[src/rtl/dmem_lsu.sv]
// ---------------------------------------------------------------------------
// dmem_lsu
//
// Memory-stage load/store unit placed directly in front of a word-wide data
// memory. It accepts one pipeline memory request at a time and turns each
// MIPS load/store (LB, LBU, LH, LHU, LW, SB, SH, SW) into word-wide memory
// operations. Sub-word loads are extracted and extended, and sub-word stores
// are performed as a read-modify-write pair. Misaligned, out-of-range and
// unknown requests never touch memory; they are answered with a fault, and
// a saturating counter records how many occurred.
//
// Byte order is big-endian: byte offset 0 is bits 31:24 of the word.
//
// Ports:
//   clock        single clock, all state changes on the rising edge
//   reset        synchronous, active-high
//   req_valid    request present
//   req_op       MIPS primary opcode of the request
//   req_addr     byte address of the request
//   req_wdata    store data (byte/halfword taken from the low bits)
//   req_ready    high only while idle; a request is accepted on valid&ready
//   resp_valid   one-cycle completion pulse
//   resp_rdata   load result (0 for stores and faults)
//   resp_fault   qualifies resp_valid: request was rejected
//   mem_op       LW (0x23), SW (0x2B) or 0x00 when the memory is unused
//   mem_addr     word-aligned memory address
//   mem_wdata    full word to store
//   mem_rdata    combinational read data for mem_addr
//   fault_count  saturating count of faulted requests
// ---------------------------------------------------------------------------
module dmem_lsu #(
    parameter int ADDR_LIMIT = 4096,
    parameter int FCNT_W     = 8
) (
    input  logic              clock,
    input  logic              reset,
    input  logic              req_valid,
    input  logic [5:0]        req_op,
    input  logic [31:0]       req_addr,
    input  logic [31:0]       req_wdata,
    output logic              req_ready,
    output logic              resp_valid,
    output logic [31:0]       resp_rdata,
    output logic              resp_fault,
    output logic [5:0]        mem_op,
    output logic [31:0]       mem_addr,
    output logic [31:0]       mem_wdata,
    input  logic [31:0]       mem_rdata,
    output logic [FCNT_W-1:0] fault_count
);

    localparam logic [5:0] OP_LB  = 6'h20;
    localparam logic [5:0] OP_LH  = 6'h21;
    localparam logic [5:0] OP_LW  = 6'h23;
    localparam logic [5:0] OP_LBU = 6'h24;
    localparam logic [5:0] OP_LHU = 6'h25;
    localparam logic [5:0] OP_SB  = 6'h28;
    localparam logic [5:0] OP_SH  = 6'h29;
    localparam logic [5:0] OP_SW  = 6'h2B;

    localparam logic [31:0]       LIMIT    = 32'(ADDR_LIMIT);
    localparam logic [FCNT_W-1:0] FCNT_MAX = '1;
    localparam logic [FCNT_W-1:0] FCNT_ONE = {{(FCNT_W-1){1'b0}}, 1'b1};

    typedef enum logic [2:0] {
        IDLE,
        LOAD,
        STORE,
        RMW_RD,
        RMW_WR,
        RESP
    } state_t;

    state_t      state;
    logic [5:0]  op_q;
    logic [1:0]  lane_q;
    logic [15:0] wdata_q;

    logic op_known;
    logic align_ok;
    logic req_fault;

    // Pick the addressed byte/halfword out of a memory word and extend it
    // according to the load opcode. LW returns the word untouched.
    function automatic logic [31:0] load_extract(input logic [5:0]  op,
                                                 input logic [1:0]  lane,
                                                 input logic [31:0] word);
        logic [7:0]  b;
        logic [15:0] h;
        logic [31:0] r;
        case (lane)
            2'd0:    b = word[31:24];
            2'd1:    b = word[23:16];
            2'd2:    b = word[15:8];
            default: b = word[7:0];
        endcase
        h = lane[1] ? word[15:0] : word[31:16];
        case (op)
            OP_LB:   r = {{24{b[7]}}, b};
            OP_LBU:  r = {24'h0, b};
            OP_LH:   r = {{16{h[15]}}, h};
            OP_LHU:  r = {16'h0, h};
            default: r = word;
        endcase
        return r;
    endfunction

    // Replace only the addressed lane of the word read back from memory
    // with the store data; every other byte is written back unchanged.
    function automatic logic [31:0] store_merge(input logic [5:0]  op,
                                                input logic [1:0]  lane,
                                                input logic [15:0] data,
                                                input logic [31:0] word);
        logic [31:0] r;
        r = word;
        if (op == OP_SH) begin
            if (lane[1]) r[15:0]  = data;
            else         r[31:16] = data;
        end else begin
            case (lane)
                2'd0:    r[31:24] = data[7:0];
                2'd1:    r[23:16] = data[7:0];
                2'd2:    r[15:8]  = data[7:0];
                default: r[7:0]   = data[7:0];
            endcase
        end
        return r;
    endfunction

    // Request screening is done on the live request so that a rejected
    // request can be answered in the very next cycle without any memory use.
    always_comb begin
        op_known = 1'b1;
        align_ok = 1'b1;
        case (req_op)
            OP_LB, OP_LBU, OP_SB: align_ok = 1'b1;
            OP_LH, OP_LHU, OP_SH: align_ok = ~req_addr[0];
            OP_LW, OP_SW:         align_ok = (req_addr[1:0] == 2'b00);
            default:              op_known = 1'b0;
        endcase
        req_fault = ~op_known | ~align_ok | (req_addr >= LIMIT);
    end

    assign req_ready = (state == IDLE);

    // Main sequencer. Memory-side and response outputs are registered and
    // default to idle every cycle, so each state only states what it drives.
    // The memory address is held across RMW_RD -> RMW_WR so the write goes
    // back to the word that was just read.
    always_ff @(posedge clock) begin
        if (reset) begin
            state       <= IDLE;
            op_q        <= '0;
            lane_q      <= '0;
            wdata_q     <= '0;
            resp_valid  <= 1'b0;
            resp_fault  <= 1'b0;
            resp_rdata  <= '0;
            mem_op      <= '0;
            mem_addr    <= '0;
            mem_wdata   <= '0;
            fault_count <= '0;
        end else begin
            resp_valid <= 1'b0;
            resp_fault <= 1'b0;
            resp_rdata <= '0;
            mem_op     <= '0;
            mem_addr   <= '0;
            mem_wdata  <= '0;
            case (state)
                IDLE: begin
                    if (req_valid) begin
                        op_q    <= req_op;
                        lane_q  <= req_addr[1:0];
                        wdata_q <= req_wdata[15:0];
                        if (req_fault) begin
                            state      <= RESP;
                            resp_valid <= 1'b1;
                            resp_fault <= 1'b1;
                            if (fault_count != FCNT_MAX)
                                fault_count <= fault_count + FCNT_ONE;
                        end else begin
                            mem_addr <= {req_addr[31:2], 2'b00};
                            case (req_op)
                                OP_SW: begin
                                    state     <= STORE;
                                    mem_op    <= OP_SW;
                                    mem_wdata <= req_wdata;
                                end
                                OP_SB, OP_SH: begin
                                    state  <= RMW_RD;
                                    mem_op <= OP_LW;
                                end
                                default: begin
                                    state  <= LOAD;
                                    mem_op <= OP_LW;
                                end
                            endcase
                        end
                    end
                end
                LOAD: begin
                    resp_rdata <= load_extract(op_q, lane_q, mem_rdata);
                    resp_valid <= 1'b1;
                    state      <= RESP;
                end
                STORE: begin
                    resp_valid <= 1'b1;
                    state      <= RESP;
                end
                RMW_RD: begin
                    mem_op    <= OP_SW;
                    mem_addr  <= mem_addr;
                    mem_wdata <= store_merge(op_q, lane_q, wdata_q, mem_rdata);
                    state     <= RMW_WR;
                end
                RMW_WR: begin
                    resp_valid <= 1'b1;
                    state      <= RESP;
                end
                RESP: begin
                    state <= IDLE;
                end
                default: begin
                    state <= IDLE;
                end
            endcase
        end
    end

endmodule

[config.mk]
export PLATFORM = sky130hd
export DESIGN_NAME = dmem_lsu
export DESIGN_NICKNAME = d
export VERILOG_FILES = /design/src/rtl/dmem_lsu.sv
export SDC_FILE = /design/constraint.sdc
export NUM_CORES = 1
export LEC_CHECK = 0
export CORE_MARGIN = 2
export CORE_UTILIZATION = 25
export DETAILED_ROUTE_END_ITERATION = 10
export MAX_ROUTING_LAYER = met4
export REMOVE_ABC_BUFFERS = 1
export SLEW_MARGIN = 20
export SYNTH_ARGS = -nofsm -noshare
export SYNTH_HDL_FRONTEND = slang
export SYNTH_SLANG_ARGS = --single-unit
[constraint.sdc]
create_clock -name clock -period 2.1 [get_ports clock]
set_clock_uncertainty 0.2 [all_clocks]
set_input_delay 0.315 -clock clock [delete_from_list [all_inputs] [get_ports clock]]
set_output_delay 0.315 -clock clock [all_outputs]
set_load 0.01 [all_outputs]
==> qor.txt, run 1 <==
Max Slew Vio Count - 0
Post-Syn Area - 0.005418 mm2
Root buf cell - clkbuf_16
Final setup fails - 0
Detailed Place HPWL - 14880 um
H-tree levels - 4
CTS clk-pin slew, worst paths - 0.06 ns
NumNets Final - 951
Drt via density - 4.705
Post-route cell area - 0.008911 mm2
Chip Width - 151.2 um
Hold-fix buffers, CTS - 0
Initial antenna violation count - 2
Fmax - 491.0 MHz
Synth Warn # - 0
Via count - 5335
Clock latency on the worst-skew pair - 0.41 ns
First-pass GRT wire length - 28810 um
# rows - 53
Gp weighted congestion - 0.8516
MaxCap Viol Count - 0
Ys flop type - dfxtp_1
Total die area - 0.02286 mm2
Min Clock Period, post-route - 2.037 ns
Core area - 0.02115 mm2
Critical Path End Type - flip-flop
Util after Layout - 42.12%
Hold Crit Depth - 3
Layout area overhead - 64.48%
CP delay by family, top - compound AO/OA/AOI/OAI gates
Seq cells post-synth - 133
Slowest stage cell, crit path - or3b_4
WL per Instance - 17.04 um
Worst hold path type - input pin to flip-flop
First-pass DRT Iterations - 5
Switch Pwr - 0.001686 W
Worst EP arrival - 2.16 ns
Pin count of the biggest net entering global routing - 36
DP Worst Slack - -0.4147 ns
Critical path type - flip-flop to flip-flop
Post-Syn Instances - 589
Area occupied by multi-input gates - 0.002580 mm2
Share of the yosys chip area belonging to registers - 49.15%
Share of power burned in registers - 38.5%
Post-synth EDFFs - 0
Routed WL - 19320 um
Unrepaired setup endpoints after global routing - yes
P_int - 0.005248 W
GRT Util Overall - 17.27%
Ports - 218
Fillers - 2077
Num CTS Buffers - 17
Unique masters post-synth - 56
Register area - 0.002663 mm2
Pwr Density - 778.2 mW/mm2
Leakage power - 3.399 nW
Worst vdd ir - 461.3 uV
Switching portion of total power - 24.32%
Reg2Reg Setup Slack - 0.06 ns
Slew @ Worst Pin - 0.6343 ns
Number of global-route vias before repair - 5286
Port bufs - 213
Final TNS setup - 0 ns
DIE HEIGHT - 151.2 um
Worst Setup Start Kind - flip-flop
Setup ws final - 0.06324 ns
Synth top area cells - dfxtp_1 (49%), a21oi_1 (5.8%), nand2_1 (5.4%), o21ai_0 (5.0%), mux2_2 (3.5%)
Overflow left after global routing - 0
Buf/Inv on CP - 1
Min-delay src - reset
Longest Clk Path Bufs - 2
Critical-path cell list - or3b_4 > o21ai_2 > buf_4 > a21oi_1 > a211o_1 > o21ai_0
Hold Crit Endpoint - resp_valid
Clk pwr share - 46.3%
Clock sinks - 133
Max_slew headroom - 57.72%
Cell Count, Final, Fillers Out - 1134
Hold Fails Final Rpt - 0
Worst r2r src - op_q[1]
Initial Utilization - 25.61%
Post-DP Area - 0.008167 mm2
Post-synth top area share - 49.15%
Final Cycle Share - 96.99%
Initial DRC count - 352
Most frequent cells in the layout - clkdlybuf4s50_1 (206), dfxtp_1 (133), nand2_1 (78)
DP Cell Count - 1097
Commonest non-fill, non-tap cell in the layout - clkdlybuf4s50_1
Status - finished clean
CP Max Fanout - 20
Avg Cell Area, Syn - 9.198 um2
Worst R2R Path Depth - 6
CP peak stage delay - 0.51 ns
DRT antenna net count - 0
Comb pwr share - 15.2%
CTS tree - yes
Async SR Flop Fraction - 0%
Cell taking the most area after synthesis - dfxtp_1
Proportion of layout cells with a drive suffix above 1 - 17.50%
Reg-to-reg critical path endpoint - mem_wdata[14]
Required @ worst endpoint - 2.22 ns
DRC - 0
state kept, by name, indices dropped and copies added (netlist names):
signal / cells
resp_valid: 1
state: 3
op_q: 6
lane_q: 2
resp_rdata: 32
resp_fault: 1
fault_count: 8
mem_addr: 30
mem_wdata: 32
wdata_q: 16
mem_op: 2
cell families after synthesis:
logic type	count (synthesis)	share of synthesized area [%]
other	1	0.06922
multiplexers	19	4.134
AO/OA/AOI/OAI	199	23.86
adder cells (fa/ha/maj)	1	0.2309
AND/OR/NAND/NOR	183	17.48
buffers and inverters	51	4.757
XOR/XNOR	2	0.3234
flip-flops	133	49.15
routing by layer:
layer / vias up / routed length, um / GRT usage (%)
met2: 208 / 9134 / 27.22
met4: 0 / 473 / 5.841
met3: 32 / 1331 / 4.789
met5: - / 0 / -
li1: 2629 / - / -
met1: 2466 / 8382 / 21.33
cell usage after synthesis (all sizes together) (3+ instances only):
library cell,count
a211o,9
a21oi,74
a221o,7
a22o,18
a22oi,9
a2bb2oi,8
and2,25
and3,11
buf,20
clkbuf,28
dfxtp,133
inv,3
mux2,17
nand2,78
nand2b,3
nand3,4
nand4,5
nor2,19
nor2b,3
nor3,7
nor4,5
o21ai,55
o31ai,12
or3,10
or4,3
timing repair:
item,CTS,global route
endpoints found under the setup margin,1,53
pin swaps,0,6
resized for setup,1,23
setup buffers,0,4
hold endpoints to repair,0,0
area by class of cell:
class / instances / share of cell area [%]
flip-flops and latches: 133 / 29.88
clock buffers: 18 / 4.816
multi-input cells: 408 / 28.95
diodes: 2 / 0.05616
clock inverters: 13 / 2.317
repair buffers: 282 / 29.99
well taps: 275 / 3.861
inverters: 3 / 0.1264
worst reg2reg max path, cell delays in order (launching register included):
cell and delay, ns:
dfxtp_1 0.31, or3b_4 0.51, o21ai_2 0.23, buf_4 0.18, a21oi_1 0.07, a211o_1 0.33
o21ai_0 0.12
worst max-delay path by stage:
stage                  from       endpoint  slack (ns)  cells past startpoint
2_1_floorplan      state[1]   mem_wdata[0]       -0.49                      5
3_3_place_gp   req_addr[15]  mem_wdata[11]       -0.37                      8
3_5_place_dp      req_op[0]  mem_wdata[11]       -0.41                      8
4_1_cts           req_op[0]    mem_addr[3]        0.02                      7
5_1_grt        req_addr[12]   mem_wdata[4]       -0.06                      8
6_report            op_q[1]  mem_wdata[14]        0.06                      6
stage by stage:
| stage | power (W) | hold slack [ns] |
|---|---|---|
| after CTS | 0.006976 | 0.05329 |
| final | 0.006934 | 0.06413 |
| after floorplan | 0.003130 | 0.1841 |
| after global placement | 0.003745 | 0.2426 |
| after global routing | 0.007194 | 0.08442 |
| after detailed placement | 0.003752 | 0.2427 |
power by group through the flow:
stage                     clock, W  sequential, W  combinational, W
after floorplan                  0        0.00276          0.000371
final                      0.00321        0.00267           0.00105
after global placement           0        0.00272           0.00102
after detailed placement         0        0.00272           0.00103
after CTS                  0.00328        0.00267           0.00103
after global routing       0.00338        0.00268           0.00114
No activity file was read; power rests on OpenSTA's default activity.
==> run 2, diff against run 1 <==
--- a/config.mk
+++ b/config.mk
@@ -8,6 +8,7 @@
 export CORE_MARGIN = 2
 export CORE_UTILIZATION = 25
 export DETAILED_ROUTE_END_ITERATION = 10
+export GPL_TIMING_DRIVEN = 0
 export MAX_ROUTING_LAYER = met4
 export REMOVE_ABC_BUFFERS = 1
 export SLEW_MARGIN = 20
==> constraint.sdc (replaced) <==
create_clock -name clock -period 2.2 [get_ports clock]
set_clock_uncertainty 0.2 [all_clocks]
set_input_delay 0.33 -clock clock [delete_from_list [all_inputs] [get_ports clock]]
set_output_delay 0.33 -clock clock [all_outputs]
set_load 0.01 [all_outputs]
==> run 2 against run 1 <==
  * The run now ends with negative setup slack left
  * Total power down 9.1%
  * Non-clock buffer count down 41
  * Critical path depth up 3
  * Combinational power down 14%
  * Sequential cell count unchanged
  * Global-route usage down 0.53 points
  * Wire length down 1.8%
  * Worst setup slack worse by 0.084 ns
  * Cell count down 3.6%
  * Largest power group unchanged
  * Register-to-register slack worse by 0.04 ns
  * Design area down 3.4%
  * Hold slack worse by 0.041 ns
==> qor.txt, run 2 (synthesized netlist as in run 1, its figures left out) <==
CP peak stage delay - 0.56 ns
Reg2Reg Setup Slack - 0.02 ns
Failing checks - negative setup slack
Slew @ Worst Pin - 0.9556 ns
Setup ws final - -0.02048 ns
Total die area - 0.02286 mm2
Register area - 0.002670 mm2
Top Registers - mem_wdata: 32 flops, resp_rdata: 32 flops, mem_addr: 30 flops
CTS clk-pin slew, worst paths - 0.06 ns
Most frequent cells in the layout - clkdlybuf4s50_1 (210), dfxtp_1 (129), nand2_1 (78)
Final Cycle Share - 100.9%
Num CTS Buffers - 17
Initial Utilization - 25.61%
WL per Instance - 17.35 um
GRT Util Overall - 16.75%
Proportion of layout cells with a drive suffix above 1 - 14.67%
Gp weighted congestion - 0.7980
Via count - 5208
Initial DRC count - 382
CTS tree - yes
Final setup fails - 1
Clock sinks - 133
Port bufs - 213
Critical-path cell list - clkdlybuf4s50_1 > o21ai_0 > nand4_1 > buf_4 > o31ai_4 > buf_4 > buf_4 > or4_1 > a21oi_1
Worst EP arrival - 2.37 ns
Worst Setup Start Kind - input pin
DRC - 0
DIE HEIGHT - 151.2 um
Pin count of the biggest net entering global routing - 39
First-pass DRT Iterations - 5
Cell Count, Final, Fillers Out - 1093
Leakage power - 3.167 nW
Hold Fails Final Rpt - 0
First-pass GRT wire length - 27990 um
# rows - 53
Worst R2R Path Depth - 7
Util after Layout - 40.70%
Slowest stage cell, crit path - clkdlybuf4s50_1
Worst vdd ir - 436.1 uV
Area occupied by multi-input gates - 0.002621 mm2
Worst setup path start - req_op[2]
Root buf cell - clkbuf_16
Chip Width - 151.2 um
Detailed Place HPWL - 13750 um
CP Max Fanout - 11
CP Depth - 9
DRT antenna net count - 0
Ports - 218
Pwr Density - 731.9 mW/mm2
Reg-to-reg critical path endpoint - fault_count[7]
CP delay by family, top - buffers and inverters
Min Clock Period, post-route - 2.220 ns
Max_slew headroom - 36.10%
Required @ worst endpoint - 2.35 ns
Core area - 0.02115 mm2
Drt via density - 4.765
MaxCap Viol Count - 0
Max Slew Vio Count - 0
Clock latency on the worst-skew pair - 0.42 ns
Worst r2r src - state[0]
NumNets Final - 911
Buf/Inv on CP - 4
Critical path endpoint - fault_count[7]
H-tree levels - 4
Status - complete, but fails checks
Critical path type - input pin to flip-flop
Fmax - 450.4 MHz
Overflow left after global routing - 0
DP Cell Count - 1036
Initial antenna violation count - 0
CP most frequent cell - buf_4
Worst hold path type - input pin to flip-flop
Commonest non-fill, non-tap cell in the layout - clkdlybuf4s50_1
Routed WL - 18970 um
Longest Clk Path Bufs - 2
Fillers - 2099
Inserted Diodes - 0
Hold-fix buffers, CTS - 0
Unrepaired setup endpoints after global routing - yes
Critical Path End Type - flip-flop
Number of global-route vias before repair - 4884
Layout area overhead - 58.91%
==> run 2: report_power, final <==
part	total [W]	internal (W)	switching [W]
Sequential	0.00259	0.00250	0.0000944
Clock	0.00281	0.00172	0.00109
Combinational	0.000901	0.000457	0.000444
Total	0.00630	0.00467	0.00163
==> run 2: area by class of cell <==
class	instances	area share (%)
flip-flops and latches	133	31.01
multi-input cells	409	30.45
repair buffers	241	27.63
clock buffers	19	5.261
well taps	275	3.997
clock inverters	13	1.526
inverters	3	0.1308
==> run 2: layer usage <==
layer | wire length (um) | part of all wire [%] | track usage [%] | vias to the layer above
met1 | 8385 | 44 | 20.96 | 2403
met4 | 348 | 1.8 | 5.467 | 0
met2 | 8998 | 47 | 26.61 | 224
li1 | - | - | - | 2551
met5 | 0 | 0 | - | -
met3 | 1235 | 6.5 | 4.006 | 30
==> run 2: worst min-delay path by stage <==
stage                            start             end  depth (start not counted)
after global placement    mem_addr[25]    mem_addr[25]                          1
final                            reset  fault_count[3]                          2
after detailed placement  mem_addr[20]    mem_addr[20]                          1
after global routing             reset  fault_count[3]                          2
after floorplan                  reset  fault_count[0]                          1
after CTS                        reset  fault_count[3]                          2
==> run 2: repair_timing <==
| action | in CTS | in global routing |
|---|---|---|
| gates resized for setup | 19 | 10 |
| setup endpoints to repair | 104 | 59 |
| setup buffers | 11 | 13 |
| pin swaps | 4 | 10 |
| cloned | 1 | 0 |
==> run 2: metrics by stage <==
step	worst slack [ns]	setup TNS (ns)	hold WS [ns]	total power, W	area (um2)
floorplan	-0.3875	-10.73	0.1991	0.002988	5182
global placement	-3.072	-232.33	0.2426	0.003456	7659
detailed placement	-1.277	-63.04	0.2444	0.003466	7725
CTS	0.005217	0	0.01091	0.006326	8467
global route	-0.08496	-0.1468	0.03742	0.006545	8610
finish	-0.02048	-0.02048	0.02348	0.006301	8610
==> run 3, diff against run 2 <==
--- a/config.mk
+++ b/config.mk
@@ -7,6 +7,7 @@
 export LEC_CHECK = 0
 export CORE_MARGIN = 2
 export CORE_UTILIZATION = 25
+export CTS_CLUSTER_DIAMETER = 200
 export DETAILED_ROUTE_END_ITERATION = 10
 export GPL_TIMING_DRIVEN = 0
 export MAX_ROUTING_LAYER = met4
==> results of run 3 <==
Same layout as run 2: the final DEF is identical, and so are final timing and power.
